==> config.mk <==
export PLATFORM = sky130hd
export DESIGN_NAME = risc_v_32_result_pipe_flat
export DESIGN_NICKNAME = d
export VERILOG_FILES = /design/src/rtl/risc_v_32_result_pipe_if.sv /design/src/rtl/risc_v_32_result_pipe.sv /design/src/flat_wrapper.sv
export SDC_FILE = /design/constraint.sdc
export NUM_CORES = 1
export LEC_CHECK = 0
export BUFFER_PORTS_ARGS = -buffer_cell sky130_fd_sc_hd__buf_4
export CAP_MARGIN = 10
export CORE_ASPECT_RATIO = 2
export CORE_MARGIN = 3
export CORE_UTILIZATION = 47
export CTS_CLUSTER_SIZE = 12
export DETAILED_ROUTE_END_ITERATION = 16
export PLACE_DENSITY = 0.81
export SYNTH_ARGS = -nofsm -noshare
export SYNTH_HDL_FRONTEND = slang
export SYNTH_SLANG_ARGS = --single-unit
==> constraint.sdc <==
create_clock -name clk -period 2.15 [get_ports clk]
set_input_delay 0.1075 -clock clk [delete_from_list [all_inputs] [get_ports clk]]
set_output_delay 0.1075 -clock clk [all_outputs]
set_load 0.05 [all_outputs]
==> src/rtl/risc_v_32_result_pipe_if.sv <==
// Data-memory bus between the result pipe (master) and the memory (slave).
interface risc_v_32_result_pipe_if;
    logic        dmem_req;
    logic        dmem_we;
    logic [31:0] dmem_addr;
    logic [31:0] dmem_wdata;
    logic [3:0]  dmem_be;
    logic        dmem_ready;
    logic [31:0] dmem_rdata;

    modport master (
        output dmem_req, dmem_we, dmem_addr, dmem_wdata, dmem_be,
        input  dmem_ready, dmem_rdata
    );

    modport slave (
        input  dmem_req, dmem_we, dmem_addr, dmem_wdata, dmem_be,
        output dmem_ready, dmem_rdata
    );
endinterface

==> src/rtl/risc_v_32_result_pipe.sv <==
// EX/MEM and MEM/WB stages of a RV32 core: data-memory access with
// wait-state stalling, timeout abort, load extraction and forwarding taps.
module risc_v_32_result_pipe #(
    parameter int WAIT_MAX = 15
) (
    input  logic        clk,
    input  logic        rst,
    input  logic        ex_valid,
    input  logic [4:0]  ex_rd,
    input  logic        ex_wreg,
    input  logic [31:0] ex_result,
    input  logic        ex_is_load,
    input  logic        ex_is_store,
    input  logic [2:0]  ex_funct3,
    input  logic [31:0] ex_store_data,
    risc_v_32_result_pipe_if.master dmem,
    output logic        exmem_wreg,
    output logic [4:0]  exmem_rd,
    output logic [31:0] exmem_result,
    output logic        memwb_wreg,
    output logic [4:0]  memwb_rd,
    output logic [31:0] memwb_data,
    output logic        rf_we,
    output logic [4:0]  rf_waddr,
    output logic [31:0] rf_wdata,
    output logic        stall,
    output logic        mem_err
);
    localparam int CW = $clog2(WAIT_MAX + 1);

    typedef enum logic {S_IDLE, S_WAIT} state_t;

    state_t      r_state;
    logic [CW-1:0] r_wait_cnt;

    logic        r_em_valid;
    logic        r_em_wreg;
    logic [4:0]  r_em_rd;
    logic [31:0] r_em_result;
    logic        r_em_load;
    logic        r_em_store;
    logic [2:0]  r_em_f3;
    logic [31:0] r_em_sdata;

    logic        r_wb_wreg;
    logic [4:0]  r_wb_rd;
    logic [31:0] r_wb_data;

    logic        w_mem;
    logic        w_bad;
    logic        w_timeout;
    logic        w_req;
    logic        w_stall;
    logic        w_err;
    logic [1:0]  w_ofs;
    logic [7:0]  w_byte;
    logic [15:0] w_half;
    logic [31:0] w_ldata;
    logic [31:0] w_wdata;
    logic [3:0]  w_be;

    assign w_ofs = r_em_result[1:0];
    assign w_mem = r_em_valid & (r_em_load | r_em_store);

    // Alignment and funct3 legality of the memory op held in EX/MEM
    always_comb begin
        w_bad = 1'b0;
        if (r_em_load) begin
            case (r_em_f3)
                3'b000, 3'b100: w_bad = 1'b0;
                3'b001, 3'b101: w_bad = w_ofs[0];
                3'b010:         w_bad = |w_ofs;
                default:        w_bad = 1'b1;
            endcase
        end else if (r_em_store) begin
            case (r_em_f3)
                3'b000:  w_bad = 1'b0;
                3'b001:  w_bad = w_ofs[0];
                3'b010:  w_bad = |w_ofs;
                default: w_bad = 1'b1;
            endcase
        end
    end

    assign w_timeout = (r_state == S_WAIT)
                     & (r_wait_cnt == CW'(WAIT_MAX))
                     & !dmem.dmem_ready;
    assign w_req     = w_mem & !w_bad & !w_timeout;
    assign w_stall   = w_req & !dmem.dmem_ready;
    assign w_err     = (w_mem & w_bad) | w_timeout;

    always_comb begin
        w_byte = dmem.dmem_rdata[7:0];
        case (w_ofs)
            2'd0: w_byte = dmem.dmem_rdata[7:0];
            2'd1: w_byte = dmem.dmem_rdata[15:8];
            2'd2: w_byte = dmem.dmem_rdata[23:16];
            2'd3: w_byte = dmem.dmem_rdata[31:24];
            default: w_byte = dmem.dmem_rdata[7:0];
        endcase
        w_half = w_ofs[1] ? dmem.dmem_rdata[31:16] : dmem.dmem_rdata[15:0];
        case (r_em_f3)
            3'b000:  w_ldata = {{24{w_byte[7]}}, w_byte};
            3'b100:  w_ldata = {24'd0, w_byte};
            3'b001:  w_ldata = {{16{w_half[15]}}, w_half};
            3'b101:  w_ldata = {16'd0, w_half};
            default: w_ldata = dmem.dmem_rdata;
        endcase
    end

    always_comb begin
        w_be    = 4'b0000;
        w_wdata = r_em_sdata;
        if (r_em_store) begin
            case (r_em_f3)
                3'b000: begin
                    w_be    = 4'b0001 << w_ofs;
                    w_wdata = {4{r_em_sdata[7:0]}};
                end
                3'b001: begin
                    w_be    = 4'b0011 << {w_ofs[1], 1'b0};
                    w_wdata = {2{r_em_sdata[15:0]}};
                end
                default: w_be = 4'b1111;
            endcase
        end
    end

    always_ff @(posedge clk) begin
        if (rst) begin
            r_state    <= S_IDLE;
            r_wait_cnt <= '0;
        end else begin
            case (r_state)
                S_IDLE: begin
                    if (w_req && !dmem.dmem_ready) begin
                        r_state    <= S_WAIT;
                        r_wait_cnt <= CW'(1);
                    end
                end
                S_WAIT: begin
                    if (dmem.dmem_ready || w_timeout) begin
                        r_state    <= S_IDLE;
                        r_wait_cnt <= '0;
                    end else begin
                        r_wait_cnt <= r_wait_cnt + CW'(1);
                    end
                end
                default: begin
                    r_state    <= S_IDLE;
                    r_wait_cnt <= '0;
                end
            endcase
        end
    end

    always_ff @(posedge clk) begin
        if (rst) begin
            r_em_valid  <= 1'b0;
            r_em_wreg   <= 1'b0;
            r_em_rd     <= '0;
            r_em_result <= '0;
            r_em_load   <= 1'b0;
            r_em_store  <= 1'b0;
            r_em_f3     <= '0;
            r_em_sdata  <= '0;
        end else if (!w_stall) begin
            r_em_valid  <= ex_valid;
            r_em_wreg   <= ex_valid & ex_wreg & (|ex_rd) & !ex_is_store;
            r_em_rd     <= ex_rd;
            r_em_result <= ex_result;
            r_em_load   <= ex_is_load;
            r_em_store  <= ex_is_store;
            r_em_f3     <= ex_funct3;
            r_em_sdata  <= ex_store_data;
        end
    end

    // A stalled cycle pushes a bubble so the writeback port stays quiet
    always_ff @(posedge clk) begin
        if (rst) begin
            r_wb_wreg <= 1'b0;
            r_wb_rd   <= '0;
            r_wb_data <= '0;
        end else if (w_stall) begin
            r_wb_wreg <= 1'b0;
        end else begin
            r_wb_wreg <= r_em_valid & r_em_wreg & !w_err;
            r_wb_rd   <= r_em_rd;
            r_wb_data <= r_em_load ? w_ldata : r_em_result;
        end
    end

    assign dmem.dmem_req   = w_req;
    assign dmem.dmem_we    = r_em_store;
    assign dmem.dmem_addr  = {r_em_result[31:2], 2'b00};
    assign dmem.dmem_wdata = w_wdata;
    assign dmem.dmem_be    = w_be;

    assign exmem_wreg   = r_em_valid & r_em_wreg & !r_em_load;
    assign exmem_rd     = r_em_rd;
    assign exmem_result = r_em_result;
    assign memwb_wreg   = r_wb_wreg;
    assign memwb_rd     = r_wb_rd;
    assign memwb_data   = r_wb_data;
    assign rf_we        = r_wb_wreg;
    assign rf_waddr     = r_wb_rd;
    assign rf_wdata     = r_wb_data;
    assign stall        = w_stall;
    assign mem_err      = w_err;
endmodule

==> src/flat_wrapper.sv <==
// flat-port wrapper written by rule: the top's interface ports become plain ports
module risc_v_32_result_pipe_flat 
#(
    parameter int WAIT_MAX = 15
)
  (clk, rst, ex_valid, ex_rd, ex_wreg, ex_result, ex_is_load, ex_is_store, ex_funct3, ex_store_data, exmem_wreg, exmem_rd, exmem_result, memwb_wreg, memwb_rd, memwb_data, rf_we, rf_waddr, rf_wdata, stall, mem_err, dmem_dmem_req, dmem_dmem_we, dmem_dmem_addr, dmem_dmem_wdata, dmem_dmem_be, dmem_dmem_ready, dmem_dmem_rdata);
  risc_v_32_result_pipe_if dmem_i ();
  input  logic clk;
  input  logic rst;
  input  logic ex_valid;
  input  logic [4:0] ex_rd;
  input  logic ex_wreg;
  input  logic [31:0] ex_result;
  input  logic ex_is_load;
  input  logic ex_is_store;
  input  logic [2:0] ex_funct3;
  input  logic [31:0] ex_store_data;
  output logic exmem_wreg;
  output logic [4:0] exmem_rd;
  output logic [31:0] exmem_result;
  output logic memwb_wreg;
  output logic [4:0] memwb_rd;
  output logic [31:0] memwb_data;
  output logic rf_we;
  output logic [4:0] rf_waddr;
  output logic [31:0] rf_wdata;
  output logic stall;
  output logic mem_err;
  output wire logic [$bits(dmem_i.dmem_req)-1:0] dmem_dmem_req;
  output wire logic [$bits(dmem_i.dmem_we)-1:0] dmem_dmem_we;
  output wire logic [$bits(dmem_i.dmem_addr)-1:0] dmem_dmem_addr;
  output wire logic [$bits(dmem_i.dmem_wdata)-1:0] dmem_dmem_wdata;
  output wire logic [$bits(dmem_i.dmem_be)-1:0] dmem_dmem_be;
  input wire logic [$bits(dmem_i.dmem_ready)-1:0] dmem_dmem_ready;
  input wire logic [$bits(dmem_i.dmem_rdata)-1:0] dmem_dmem_rdata;
  assign dmem_dmem_req = dmem_i.dmem_req;
  assign dmem_dmem_we = dmem_i.dmem_we;
  assign dmem_dmem_addr = dmem_i.dmem_addr;
  assign dmem_dmem_wdata = dmem_i.dmem_wdata;
  assign dmem_dmem_be = dmem_i.dmem_be;
  assign dmem_i.dmem_ready = dmem_dmem_ready;
  assign dmem_i.dmem_rdata = dmem_dmem_rdata;
  risc_v_32_result_pipe #(.WAIT_MAX(WAIT_MAX)) u_core (.clk(clk), .rst(rst), .ex_valid(ex_valid), .ex_rd(ex_rd), .ex_wreg(ex_wreg), .ex_result(ex_result), .ex_is_load(ex_is_load), .ex_is_store(ex_is_store), .ex_funct3(ex_funct3), .ex_store_data(ex_store_data), .dmem(dmem_i), .exmem_wreg(exmem_wreg), .exmem_rd(exmem_rd), .exmem_result(exmem_result), .memwb_wreg(memwb_wreg), .memwb_rd(memwb_rd), .memwb_data(memwb_data), .rf_we(rf_we), .rf_waddr(rf_waddr), .rf_wdata(rf_wdata), .stall(stall), .mem_err(mem_err));
endmodule
; ---- Yosys cells after proc, flatten, opt, wreduce, memory -nomap -nowiden
; Cells that the tools add are included.
; Widths: inputs -> output; s select.
[word_totals]
ff_bits = 119
input_bits = 111
output_inout_bits = 186
wordCells = 74
[op_classes]
add_sub_neg = 1
n_eq_ne = 9
shifts = 2
mux = 18
n_bitwise = 16
n_reduce_logical = 15
[ops]
columns = op, n
row1 = $pmux 32 s4, 1
row2 = $mux 32, 2
row3 = $pmux 32 s2, 1
row4 = $pmux 8 s4, 1
row5 = $mux 16, 1
row6 = $pmux 4 s2, 2
row7 = $and 1x1->1, 13
row8 = $mux 4, 3
row9 = $reduce_or 2->1, 4
row10 = $eq 3x3->1 const B, 2
row11 = $logic_not 1->1, 6
row12 = $pmux 1 s3, 2
row13 = $reduce_or 5->1, 1
row14 = $add 4x1->4 const B, 1
row15 = $eq 2x2->1 const B, 2
row16 = $eq 4x4->1 const B, 1
row17 = $mux 1, 4
row18 = $shl 1x2->4 const A, 1
row19 = $shl 2x2->4 const A, 1
row20 = $eq 3x1->1 const B, 1
row21 = $eq 3x2->1 const B, 1
row22 = $logic_not 3->1, 1
row23 = $eq 2x1->1 const B, 1
row24 = $logic_not 2->1, 1
row25 = other kinds (6), 7

; ---- Logic depth before layout (Yosys ltp)
; Gate-level depths: netlist of the first run.
[depth]
ltp_word = 10
mapped_depth = 10
ltp_nobuf = 7

; ---- Worst setup path after synthesis of the first run
; No wires, ideal clock.
[synth_timing]
kind = register to output
startpoint = register u_core.r_em_result[1] (netlist: u_core.exmem_result[1])
endpoint = output dmem_dmem_be[3]
arrival_ps = 2241
t_required_ps = 2043
path_slack_ps = -198
stages_incl_launch_ff = 5
n_path_buf = 2
cell_sequence = dfxtp_1 > buf_6 > buf_4 > o21ai_0 > a21boi_0
[synth_between]
elab_chain_cells = 3
elab_cells_between_ends = 4
classes_between = shift (2) / mux (2)
[synth_rtl]
columns = item, line_no
row1 = "start, declared", risc_v_32_result_pipe.sv:39  ; logic [31:0] r_em_result;
row2 = "start signal, assigned", risc_v_32_result_pipe.sv:171  ; r_em_result <= ex_result;
row3 = $shl 2x2->4 / $shl 1x2->4 (equally long branches), "risc_v_32_result_pipe.sv:121, risc_v_32_result_pipe.sv:117"
row4 = $pmux 4 s2 *, risc_v_32_result_pipe.sv:115  ; case (r_em_f3)
row5 = $mux 4 *, risc_v_32_result_pipe.sv:114  ; if (r_em_store) begin
row6 = "end, declared", flat_wrapper.sv:33  ; output wire logic [$bits(dmem_i.dmem_be)-1:0] dmem_dmem_be;
; Every way passes the cells marked *; elsewhere a longest branch is shown, timed or not.

; ---- Final worst setup path of the first run
[layout_timing]
startpoint = register u_core.r_wait_cnt[0]
endpoint = output stall
[layout_between]
elab_chain_cells = 6
[layout_rtl]
columns = item, line_no
row1 = "start, declared", risc_v_32_result_pipe.sv:34  ; logic [CW-1:0] r_wait_cnt;
row2 = "start signal, assigned", risc_v_32_result_pipe.sv:146  ; r_wait_cnt <= r_wait_cnt + CW'(1);
row3 = $eq 4x4->1, risc_v_32_result_pipe.sv:86  ; & (r_wait_cnt == CW'(WAIT_MAX))
row4 = $and 1x1->1, risc_v_32_result_pipe.sv:86
row5 = $and 1x1->1, risc_v_32_result_pipe.sv:87  ; & !dmem.dmem_ready;
row6 = $logic_not 1->1, risc_v_32_result_pipe.sv:88  ; assign w_req = w_mem & !w_bad & !w_timeout;
row7 = $and 1x1->1, risc_v_32_result_pipe.sv:88
row8 = $and 1x1->1, risc_v_32_result_pipe.sv:89  ; assign w_stall = w_req & !dmem.dmem_ready;
row9 = "end, declared", flat_wrapper.sv:27  ; output logic stall;
; Every way passes these cells.

==> results of run 1 <==
## cells by family after synthesis
family                     after synthesis  synth area share (%)
and+or+nand+nor                        285                  20.3
AOI/OAI and AO/OA                      186                  18.7
buffers and inverters                  149                  15.4
DFF                                    119                  38.8
muxes                                   37                  6.47
adders and majority gates                1                 0.204
other                                    1                0.0611
xor gates and xnor gates                 1                 0.143
## per-stage QoR
step / cells / setup slack (ns) / power [µW]
2_1_floorplan: 780 / -0.0941 / 3900
3_3_place_gp: 1107 / 0.0280 / 4440
3_5_place_dp: 1107 / -0.0116 / 4460
4_1_cts: 1217 / 0.0199 / 7490
5_1_grt: 1221 / -0.00706 / 7720
6_report: 1221 / 0.0860 / 7500
## synth_stat cells (all sizes together) (2+ instances only)
cell and count:
nand4b 2, o2111ai 2, mux2i 19, mux2 18, nor2 31, nand2 192, nor3 4, o211ai 2
a21oi 127, nand3 3, o21ai 6, a21boi 3, or3 10, nor2b 4, o221ai 20, a311oi 6
and2 19, dfxtp 119, a221oi 7, buf 104, a22oi 2, nand2b 11, inv 11, and3 2
or4 2, clkbuf 34, nand3b 2
## cell type report
type,count,area (µm²),area share [%]
inverters,11,46.3,0.492
clock inverters,14,176,1.87
multi-input cells,512,2870,30.5
repair buffers,395,3320,35.3
diodes,2,5.00,0.0532
well taps,150,188,1.99
clock buffers,18,429,4.56
flip-flops and latches,119,2380,25.3
## tightest hold or removal path, delay by kind of cell
kind / cells / cell delay, ns
buffers and inverters: 1 / 0.11
AND/OR/NAND/NOR: 2 / 0.14
AO/OA/AOI/OAI: 1 / 0.07
## registers in the layout, indices dropped and copies added (netlist names)
signal and flops:
u_core.r_em_load 1, u_core.memwb_wreg 1, u_core.memwb_data 32, u_core.r_em_wreg 1, u_core.exmem_rd 5, u_core.exmem_result 32, u_core.r_em_valid 1, u_core.memwb_rd 5
u_core.r_state 1, u_core.r_em_sdata 32, u_core.r_em_f3 3, u_core.dmem.dmem_we 1, u_core.r_wait_cnt 4
## routing by layer
| metal | track usage [%] | up-vias |
|---|---|---|
| li1 | - | 3127 |
| met1 | 30.9 | 3126 |
| met2 | 56.1 | 348 |
| met3 | 6.45 | 57 |
| met4 | 13.8 | 0 |
| met5 | 0 | - |
## final timing paths
path | start | endpoint | slack (ns) | depth (start not counted)
max | u_core.r_wait_cnt[0]$_SDFFE_PP0P_ | stall | 0.09 | 7
min | ex_wreg | u_core.r_em_wreg$_SDFFE_PP0N_ | 0.06 | 4
max reg2reg | u_core.r_wait_cnt[0]$_SDFFE_PP0P_ | u_core.memwb_data[0]$_SDFFE_PP0N_ | 0.12 | 7
min reg2reg | u_core.r_em_sdata[18]$_SDFFE_PP0N_ | u_core.r_em_sdata[18]$_SDFFE_PP0N_ | 0.46 | 2
## layout by cell type, fill, tap and decap left out, drive strengths merged, types with 2 or more instances in the layout
master	count
buf	317
nand2	192
a21oi	127
dfxtp	119
dlygate4sd3	75
nor2	31
o221ai	20
clkbuf	20
mux2i	19
and2	19
mux2	18
nand2b	11
inv	11
or3	10
clkinv	9
a221oi	7
a311oi	6
o21ai	6
nor2b	4
nor3	4
nand3	3
bufinv	3
a21boi	3
diode	2
a22oi	2
nand4b	2
nand3b	2
o2111ai	2
o211ai	2
or4	2
conb	2
clkinvlp	2
and3	2
## what timing repair did
item,CTS,global route
gates cloned,1,2
resized for setup,7,14
pin swaps,3,1
buffers inserted,2,0
hold buffers,75,0
endpoints found under the hold margin,76,0
setup endpoints to repair,19,34
## power breakdown
| group | leakage, µW | internal [µW] | switching, µW | total, µW |
|---|---|---|---|---|
| clock | 0.000290 | 1830 | 1080 | 2910 |
| combinational | 0.00309 | 754 | 1340 | 2100 |
| sequential | 0.000987 | 2350 | 144 | 2490 |
| total | 0.00436 | 4930 | 2570 | 7500 |
==> reports/qor.csv, run 1 <==
stage,metric,value,unit
clock_tree,clock-sinks,119,
cells_and_area,final_nets,1168,
routing,ant_nets,0,
cells_and_area,area_delta_synth_final,53.5,%
global_route,grt-ovfl-total,0,
die,die_h,168,µm
clock_tree,insertion_delay,0.41,ns
cells_and_area,drive_above_1_share,35.9,%
cells_and_area,postLayoutCellArea,9410,µm²
die,num_rows,58,
clock_tree,h-tree-depth,4,
timing,finalCritPeriodShare,96.0,%
global_route,track_usage,30.1,%
hold_path,hp-class,in2reg,
setup_path,path_cells,"ha_2, and3_4, a211oi_4, nand2_4, clkinv_4, buf_12, buf_12",
placement,place.gp.congestion,0.864,
die,coreArea,12700,µm²
global_route,antenna_found_initial,2,
synth,avgSynthCellArea,7.87,µm²
timing,worst_pin_slew,0.523,ns
synth,netlist_area,6130,µm²
routing,highest_layer,met4,
clock_tree,clk_root_buffer_cell,clkbuf_16,
synth,yosysUniqueCellTypes,52,
timing,finClkSkew,0.0113,ns
routing,met1_length,7.91,mm
power,p_leak,0.00436,µW
outcome,status,"complete, no violations",
placement,dp_hpwl,15.4,mm
global_route,grt_pass1_vias,6467,
setup_path,path_common_cell,buf_12,
routing,avgRoutedWirePerCell,19.0,µm
timing,whs,0.0624,ns
routing,firstDrtPassIters,5,
routing,viasPerCell,5.45,
routing,drt_first_iter_violations,350,
setup_path,critPathMaxStageDelay,0.34,ns
die,initial_core_util,48.3,%
global_route,grt_pass1_wl,34.3,mm
setup_path,crit_path_max_fanout,11,
timing,fin_crit,2.06,ns
clock_tree,cts_buffers,17,
setup_path,cp.arrival,1.96,ns
synth,synth-seq-area-share,38.8,%
synth,yosys.area.top_type,dfxtp_1,
routing,drc,0,
synth,synth_warnings,0,
synth,syn_inst,779,
setup_path,end_kind,primary output,
routing,wl_met3,1.78,mm
die,die_w,86.8,µm
setup_path,critPathTopFamily,buffers and inverters,
synth,ys_dominant_reg_cell,dfxtp_1,
timing,finalMaxSlewViolations,0,
die,boundaryPins,297,
cells_and_area,nFillCells,927,
placement,placed_area,7850,µm²
placement,io_buffers,294,
power,p_per_area,797,nW/µm²
timing,timing.fmax,484,MHz
setup_path,cp-start-kind,register,
synth,synth_async_sr_flop_share,0,%
die,fp.dieArea,14500,µm²
synth,synth_top_area_share,38.8,%
timing,tns,0,ns
setup_path,crit_required,2.04,ns
setup_path,path_buf_inv,3,
clock_tree,clk_path_buf_depth,2,
setup_path,cp_slowest_cell,dfxtp_1,
job,timing.max_cap.violations,0,
clock_tree,clk_pin_slew,0.06,ns
routing,drt_wl_total,23.3,mm
clock_tree,cts_tree,yes,
synth,synth.area.top_cells,"dfxtp_1 39%, nand2_1 12%, buf_4 11%, a21oi_1 10%, mux2_2 3.1%",
global_route,grt_max_degree,77,
cells_and_area,final_util,74.1,%
routing,wl_met2,12.6,mm
setup_path,path_class,reg2out,
synth,synth-edff-count,0,
timing,hold_viol_final,0,
timing,maxSlewHeadroom,65.0,%
power,irDropWorstVdd,709,µV
synth,ys_ff_latch,119,
routing,dr_total_vias,6658,
timing,setup_violations,0,
No activity file was read; power rests on OpenSTA's default activity.
==> run 2, diff against run 1 <==
--- a/config.mk
+++ b/config.mk
@@ -7,12 +7,15 @@
 export LEC_CHECK = 0
 export BUFFER_PORTS_ARGS = -buffer_cell sky130_fd_sc_hd__buf_4
 export CAP_MARGIN = 10
+export CELL_PAD_IN_SITES_DETAIL_PLACEMENT = 1
+export CELL_PAD_IN_SITES_GLOBAL_PLACEMENT = 1
 export CORE_ASPECT_RATIO = 2
 export CORE_MARGIN = 3
-export CORE_UTILIZATION = 47
+export CORE_UTILIZATION = 32
 export CTS_CLUSTER_SIZE = 12
 export DETAILED_ROUTE_END_ITERATION = 16
-export PLACE_DENSITY = 0.81
+export PLACE_DENSITY_LB_ADDON = 0.1
+export SLEW_MARGIN = 20
 export SYNTH_ARGS = -nofsm -noshare
 export SYNTH_HDL_FRONTEND = slang
 export SYNTH_SLANG_ARGS = --single-unit
==> reports/qor.csv, run 2 (synthesized netlist as in run 1, its figures left out) <==
stage,metric,value,unit
timing,tns,0,ns
power,p_switching,2570,µW
routing,drt_wl_total,24.9,mm
setup_path,critPathMaxStageDelay,0.33,ns
global_route,grt_pass1_vias,6705,
setup_path,cp.arrival,1.97,ns
routing,avgRoutedWirePerCell,18.6,µm
placement,place_ws,0.00423,ns
setup_path,crit_required,2.04,ns
power,p_seq_share,33.5,%
cells_and_area,seqCellArea,2380,µm²
timing,maxSlewHeadroom,56.1,%
outcome,status,"complete, no violations",
timing,fin_crit,2.08,ns
power,combPwrFrac,28.1,%
die,die_w,104,µm
job,timing.max_cap.violations,0,
cells_and_area,postLayoutCellArea,9580,µm²
setup_path,path_buf_inv,2,
placement,place.gp.congestion,0.814,
power,p_per_area,781,nW/µm²
placement,dp_cells,1221,
timing,hold_viol_final,0,
hold_path,hp-class,in2reg,
clock_tree,clk_path_buf_depth,2,
timing,finalMaxSlewViolations,0,
clock_tree,clk_pin_slew,0.05,ns
placement,placed_area,8080,µm²
power,power.share.switching,34.3,%
clock_tree,clk_root_buffer_cell,clkbuf_16,
timing,worst_pin_slew,0.659,ns
cells_and_area,final_common_cell,buf_4,
timing,finClkSkew,0.00816,ns
routing,dr_total_vias,6498,
die,coreArea,18800,µm²
setup_path,crit_path_max_fanout,7,
global_route,antenna_found_initial,0,
die,num_rows,71,
timing,timing.fmax,481,MHz
die,initial_core_util,32.6,%
cells_and_area,final_cell_mix,"314 x buf_4, 191 x nand2_1, 126 x a21oi_1, 117 x dfxtp_1, 75 x dlygate4sd3_1",
routing,drt_first_iter_violations,230,
clock_tree,insertion_delay,0.42,ns
power,p_leak,0.00441,µW
clock_tree,h-tree-depth,4,
setup_path,path_cells,"ha_1, and3_1, a211oi_2, nand2_4, inv_12, buf_6",
cells_and_area,nFillCells,2265,
clock_tree,clock-sinks,119,
cells_and_area,multiInputGateArea,2830,µm²
routing,ant_nets,0,
die,boundaryPins,297,
die,die_h,202,µm
setup_path,cp_slowest_cell,dfxtp_1,
clock_tree,cts_buffers,17,
timing,worst_slack,0.0709,ns
timing,finalCritPeriodShare,96.7,%
global_route,grt_pass1_wl,38.0,mm
global_route,track_usage,23.1,%
cells_and_area,drive_above_1_share,36.5,%
power,power.total,7480,µW
setup_path,end_kind,primary output,
timing,setup_violations,0,
routing,firstDrtPassIters,5,
setup_path,critPathTopFamily,simple AND/OR/NAND/NOR gates,
setup_path,path_class,reg2out,
die,fp.dieArea,21000,µm²
cells_and_area,fin_cells,1338,
routing,drc,0,
cells_and_area,n_antenna_cell,0,
placement,io_buffers,294,
power,p_int,4910,µW
global_route,grt-ovfl-total,0,
global_route,grt_max_degree,72,
power,irDropWorstVdd,467,µV
setup_path,cp-start-kind,register,
cells_and_area,area_delta_synth_final,56.2,%
clock_tree,cts_tree,yes,
routing,viasPerCell,4.86,
power,p_clk_share,38.4,%
cells_and_area,final_nets,1182,
placement,dp_hpwl,17.9,mm
[run 2: through the flow]
| step | hold WS (ns) | util, % |
|---|---|---|
| 6_report | 0.0537 | 50.9 |
| 5_1_grt | 0.0623 | 50.9 |
| 4_1_cts | 0.0181 | 50.3 |
| 3_5_place_dp | 0.346 | 42.9 |
| 3_3_place_gp | 0.340 | 42.9 |
| 2_1_floorplan | 0.228 | - |
[run 2: worst paths after layout]
check	startpoint	endpoint	slack, ns	depth (start not counted)
hold reg to reg	u_core.r_em_wreg$_SDFFE_PP0N_	u_core.r_em_wreg$_SDFFE_PP0N_	0.45	2
setup reg to reg	u_core.r_wait_cnt[0]$_SDFFE_PP0P_	u_core.memwb_data[14]$_SDFFE_PP0N_	0.10	9
hold / removal	ex_wreg	u_core.r_em_wreg$_SDFFE_PP0N_	0.05	4
setup / recovery	u_core.r_wait_cnt[0]$_SDFFE_PP0P_	stall	0.07	6
[run 2: cell type report]
class / count / area share, %
Clock buffer: 21 / 4.91
Clock inverter: 11 / 1.29
Inverter: 11 / 0.562
Multi-Input combinational cell: 512 / 29.6
Sequential cell: 119 / 24.9
Tap cell: 255 / 3.33
Timing Repair Buffer: 408 / 35.3
Timing Repair inverter: 1 / 0.0914
[run 2: worst reg2reg max path, delay by kind of cell, from the launching register on]
family / cells / cell delay [ns]
compound gates: 2 / 0.26
fa+ha+maj: 1 / 0.22
flops: 1 / 0.38
buf+inv: 3 / 0.36
simple gates: 3 / 0.78
[run 2: power groups by stage]
stage | logic, µW | registers, µW | clock network [µW]
4_1_cts | 2090 | 2510 | 2940
6_report | 2100 | 2500 | 2870
3_5_place_dp | 1960 | 2550 | 0
5_1_grt | 2210 | 2530 | 3040
3_3_place_gp | 1950 | 2550 | 0
2_1_floorplan | 1080 | 2820 | 0
[run 2: routing by layer]
metal | vias up | share of wire, % | GRT usage, %
met4 | 0 | 3.4 | 10.4
met3 | 38 | 5.3 | 5.05
met2 | 223 | 56 | 44.9
met1 | 3089 | 35 | 23.1
li1 | 3148 | - | -
met5 | - | 0 | 0
[run 2: what timing repair did]
item / in CTS / in global routing
buffers inserted: 1 / 8
pin swaps: 2 / 2
endpoints found under the hold margin: 76 / 0
gates resized for setup: 7 / 12
setup endpoints to repair: 20 / 20
gates cloned: 0 / 1
hold buffers: 75 / 0
==> run 3, diff against run 2 <==
--- a/config.mk
+++ b/config.mk
@@ -14,7 +14,7 @@
 export CORE_UTILIZATION = 32
 export CTS_CLUSTER_SIZE = 12
 export DETAILED_ROUTE_END_ITERATION = 16
-export PLACE_DENSITY_LB_ADDON = 0.1
+export PLACE_DENSITY = 0.84
 export SLEW_MARGIN = 20
 export SYNTH_ARGS = -nofsm -noshare
 export SYNTH_HDL_FRONTEND = slang
==> reports/qor.csv, run 3 (synthesized netlist as in run 1, its figures left out) <==
stage,metric,value,unit
power,combPwrFrac,28.7,%
clock_tree,clk_path_buf_depth,2,
die,initial_core_util,32.6,%
power,p_switching,2570,µW
timing,maxSlewHeadroom,62.6,%
clock_tree,cts_buffers,17,
global_route,busiest_layer,met2,
setup_path,crit_path_max_fanout,8,
routing,dr_total_vias,6709,
routing,ant_nets,0,
global_route,grt_pass1_vias,7081,
clock_tree,cts_tree,yes,
power,p_seq_share,34.0,%
setup_path,cp_slowest_cell,dfxtp_2,
cells_and_area,area_delta_synth_final,54.9,%
power,p_clk_share,37.3,%
job,timing.max_cap.violations,0,
timing,rsz0062_at_grt,yes,
placement,place.gp.congestion,0.830,
setup_path,crit_required,2.04,ns
placement,place_ws,0.0608,ns
setup_path,path_buf_inv,2,
setup_path,critPathMaxStageDelay,0.38,ns
timing,timing.fmax,482,MHz
routing,drt_wl_total,26.9,mm
outcome,status,"complete, no violations",
global_route,antenna_found_initial,1,
placement,io_buffers,294,
clock_tree,clock-sinks,119,
timing,setup_violations,0,
clock_tree,clk_root_buffer_cell,clkbuf_16,
routing,viasPerCell,5.05,
power,p_per_area,776,nW/µm²
timing,finalMaxSlewViolations,0,
setup_path,path_class,reg2out,
timing,fin_crit,2.07,ns
cells_and_area,final_cell_mix,"310 x buf_4, 191 x nand2_1, 126 x a21oi_1, 116 x dfxtp_1, 75 x dlygate4sd3_1",
setup_path,path_common_cell,buf_4,
global_route,grt_max_degree,68,
hold_path,hp-class,in2reg,
timing,hold_viol_final,0,
clock_tree,h-tree-depth,4,
cells_and_area,final_common_cell,buf_4,
clock_tree,insertion_delay,0.42,ns
global_route,grt_use_met2,49.0,%
timing,worst_slack,0.0760,ns
routing,firstDrtPassIters,4,
setup_path,cp-start-kind,register,
die,coreArea,18800,µm²
cells_and_area,final_nets,1172,
placement,placed_area,7990,µm²
timing,finClkSkew,0.0105,ns
routing,avgRoutedWirePerCell,20.3,µm
global_route,use_met1,23.2,%
setup_path,end_kind,primary output,
routing,drc,0,
power,power.share.switching,34.9,%
die,die_h,202,µm
cells_and_area,drive_above_1_share,36.0,%
power,p_leak,0.00436,µW
timing,finalCritPeriodShare,96.5,%
routing,drt_first_iter_violations,215,
power,irDropWorstVdd,485,µV
global_route,grt_pass1_wl,40.5,mm
placement,dp_hpwl,18.3,mm
power,p_int,4800,µW
timing,worst_pin_slew,0.560,ns
die,boundaryPins,297,
cells_and_area,postLayoutCellArea,9500,µm²
setup_path,path_cells,"nor2_2, and2_1, nor2b_1, buf_4, mux2_2, buf_4",
global_route,grt-ovfl-total,0,
global_route,grtUsageMet3,5.66,%
die,num_rows,71,
clock_tree,clk_pin_slew,0.06,ns
setup_path,cp.arrival,1.97,ns
setup_path,critPathTopFamily,simple AND/OR/NAND/NOR gates,
die,fp.dieArea,21000,µm²
global_route,track_usage,24.6,%
die,die_w,104,µm
## run 3: cell types whose count changed in the layout (fill, tap and decap cells not counted), sizes merged
| cell | change |
|---|---|
| diode | +1 |
| inv | -1 |
| bufbuf | +2 |
| clkbuf | +3 |
| bufinv | -1 |
| clkinvlp | -2 |
| buf | -11 |
## run 3: final timing paths
kind	startpoint	end	slack (ns)	cells after the start
max reg2reg	u_core.exmem_result[1]$_SDFFE_PP0N_	u_core.r_em_wreg$_SDFFE_PP0N_	0.18	8
min	dmem_dmem_rdata[1]	u_core.memwb_data[1]$_SDFFE_PP0N_	0.07	4
max	u_core.r_em_f3[1]$_SDFFE_PP0N_	dmem_dmem_wdata[9]	0.08	6
min reg2reg	u_core.r_em_sdata[31]$_SDFFE_PP0N_	u_core.r_em_sdata[31]$_SDFFE_PP0N_	0.46	2
## run 3: final cells by class
type                       instances  area [µm²]
multi-input combinational        512        2850
clock inverter                     8        71.3
timing repair buffer             399        3330
sequential                       119        2390
antenna                            1        2.50
inverter                          11        48.8
clock buffer                      24         492
tap                              255         319
fill                            2265        9330
## run 3: power by group through the flow
stage,sequential (µW),combinational (µW),clock (µW)
3_3_place_gp,2540,1920,0
2_1_floorplan,2820,1080,0
3_5_place_dp,2550,1950,0
5_1_grt,2530,2210,2900
4_1_cts,2500,2080,2800
6_report,2510,2120,2750
## run 3: per-layer routing
layer / wire length [µm] / vias to the layer above / part of all wire (%)
met1: 9250 / 3279 / 34
met5: 0 / - / 0
met4: 1010 / 0 / 3.8
met3: 1420 / 58 / 5.3
li1: - / 3131 / -
met2: 15200 / 241 / 57
## run 3: per-stage QoR
stage / instances / hold WS [ns] / total power, µW / util (%) / setup TNS (ns)
detailed placement: 1213 / 0.333 / 4500 / 42.4 / 0
CTS: 1324 / 0.0290 / 7380 / 49.9 / 0
floorplan: 780 / 0.228 / 3900 / - / -0.310
global route: 1329 / 0.0696 / 7630 / 50.4 / -0.0216
finish: 1329 / 0.0682 / 7380 / 50.4 / 0
global placement: 1213 / 0.332 / 4470 / 42.4 / 0
## run 3: repair_timing
action,in CTS,in global routing
setup buffers,2,4
endpoints found under the hold margin,78,0
hold buffers,75,0
pin swaps,2,2
cloned,2,0
endpoints found under the setup margin,10,43
gates resized for setup,7,12
## run 3: tightest hold or removal path, cell delays in order
cell and delay (ns):
buf_4 0.08, nand2_1 0.04, o211ai_1 0.09, a32o_1 0.12
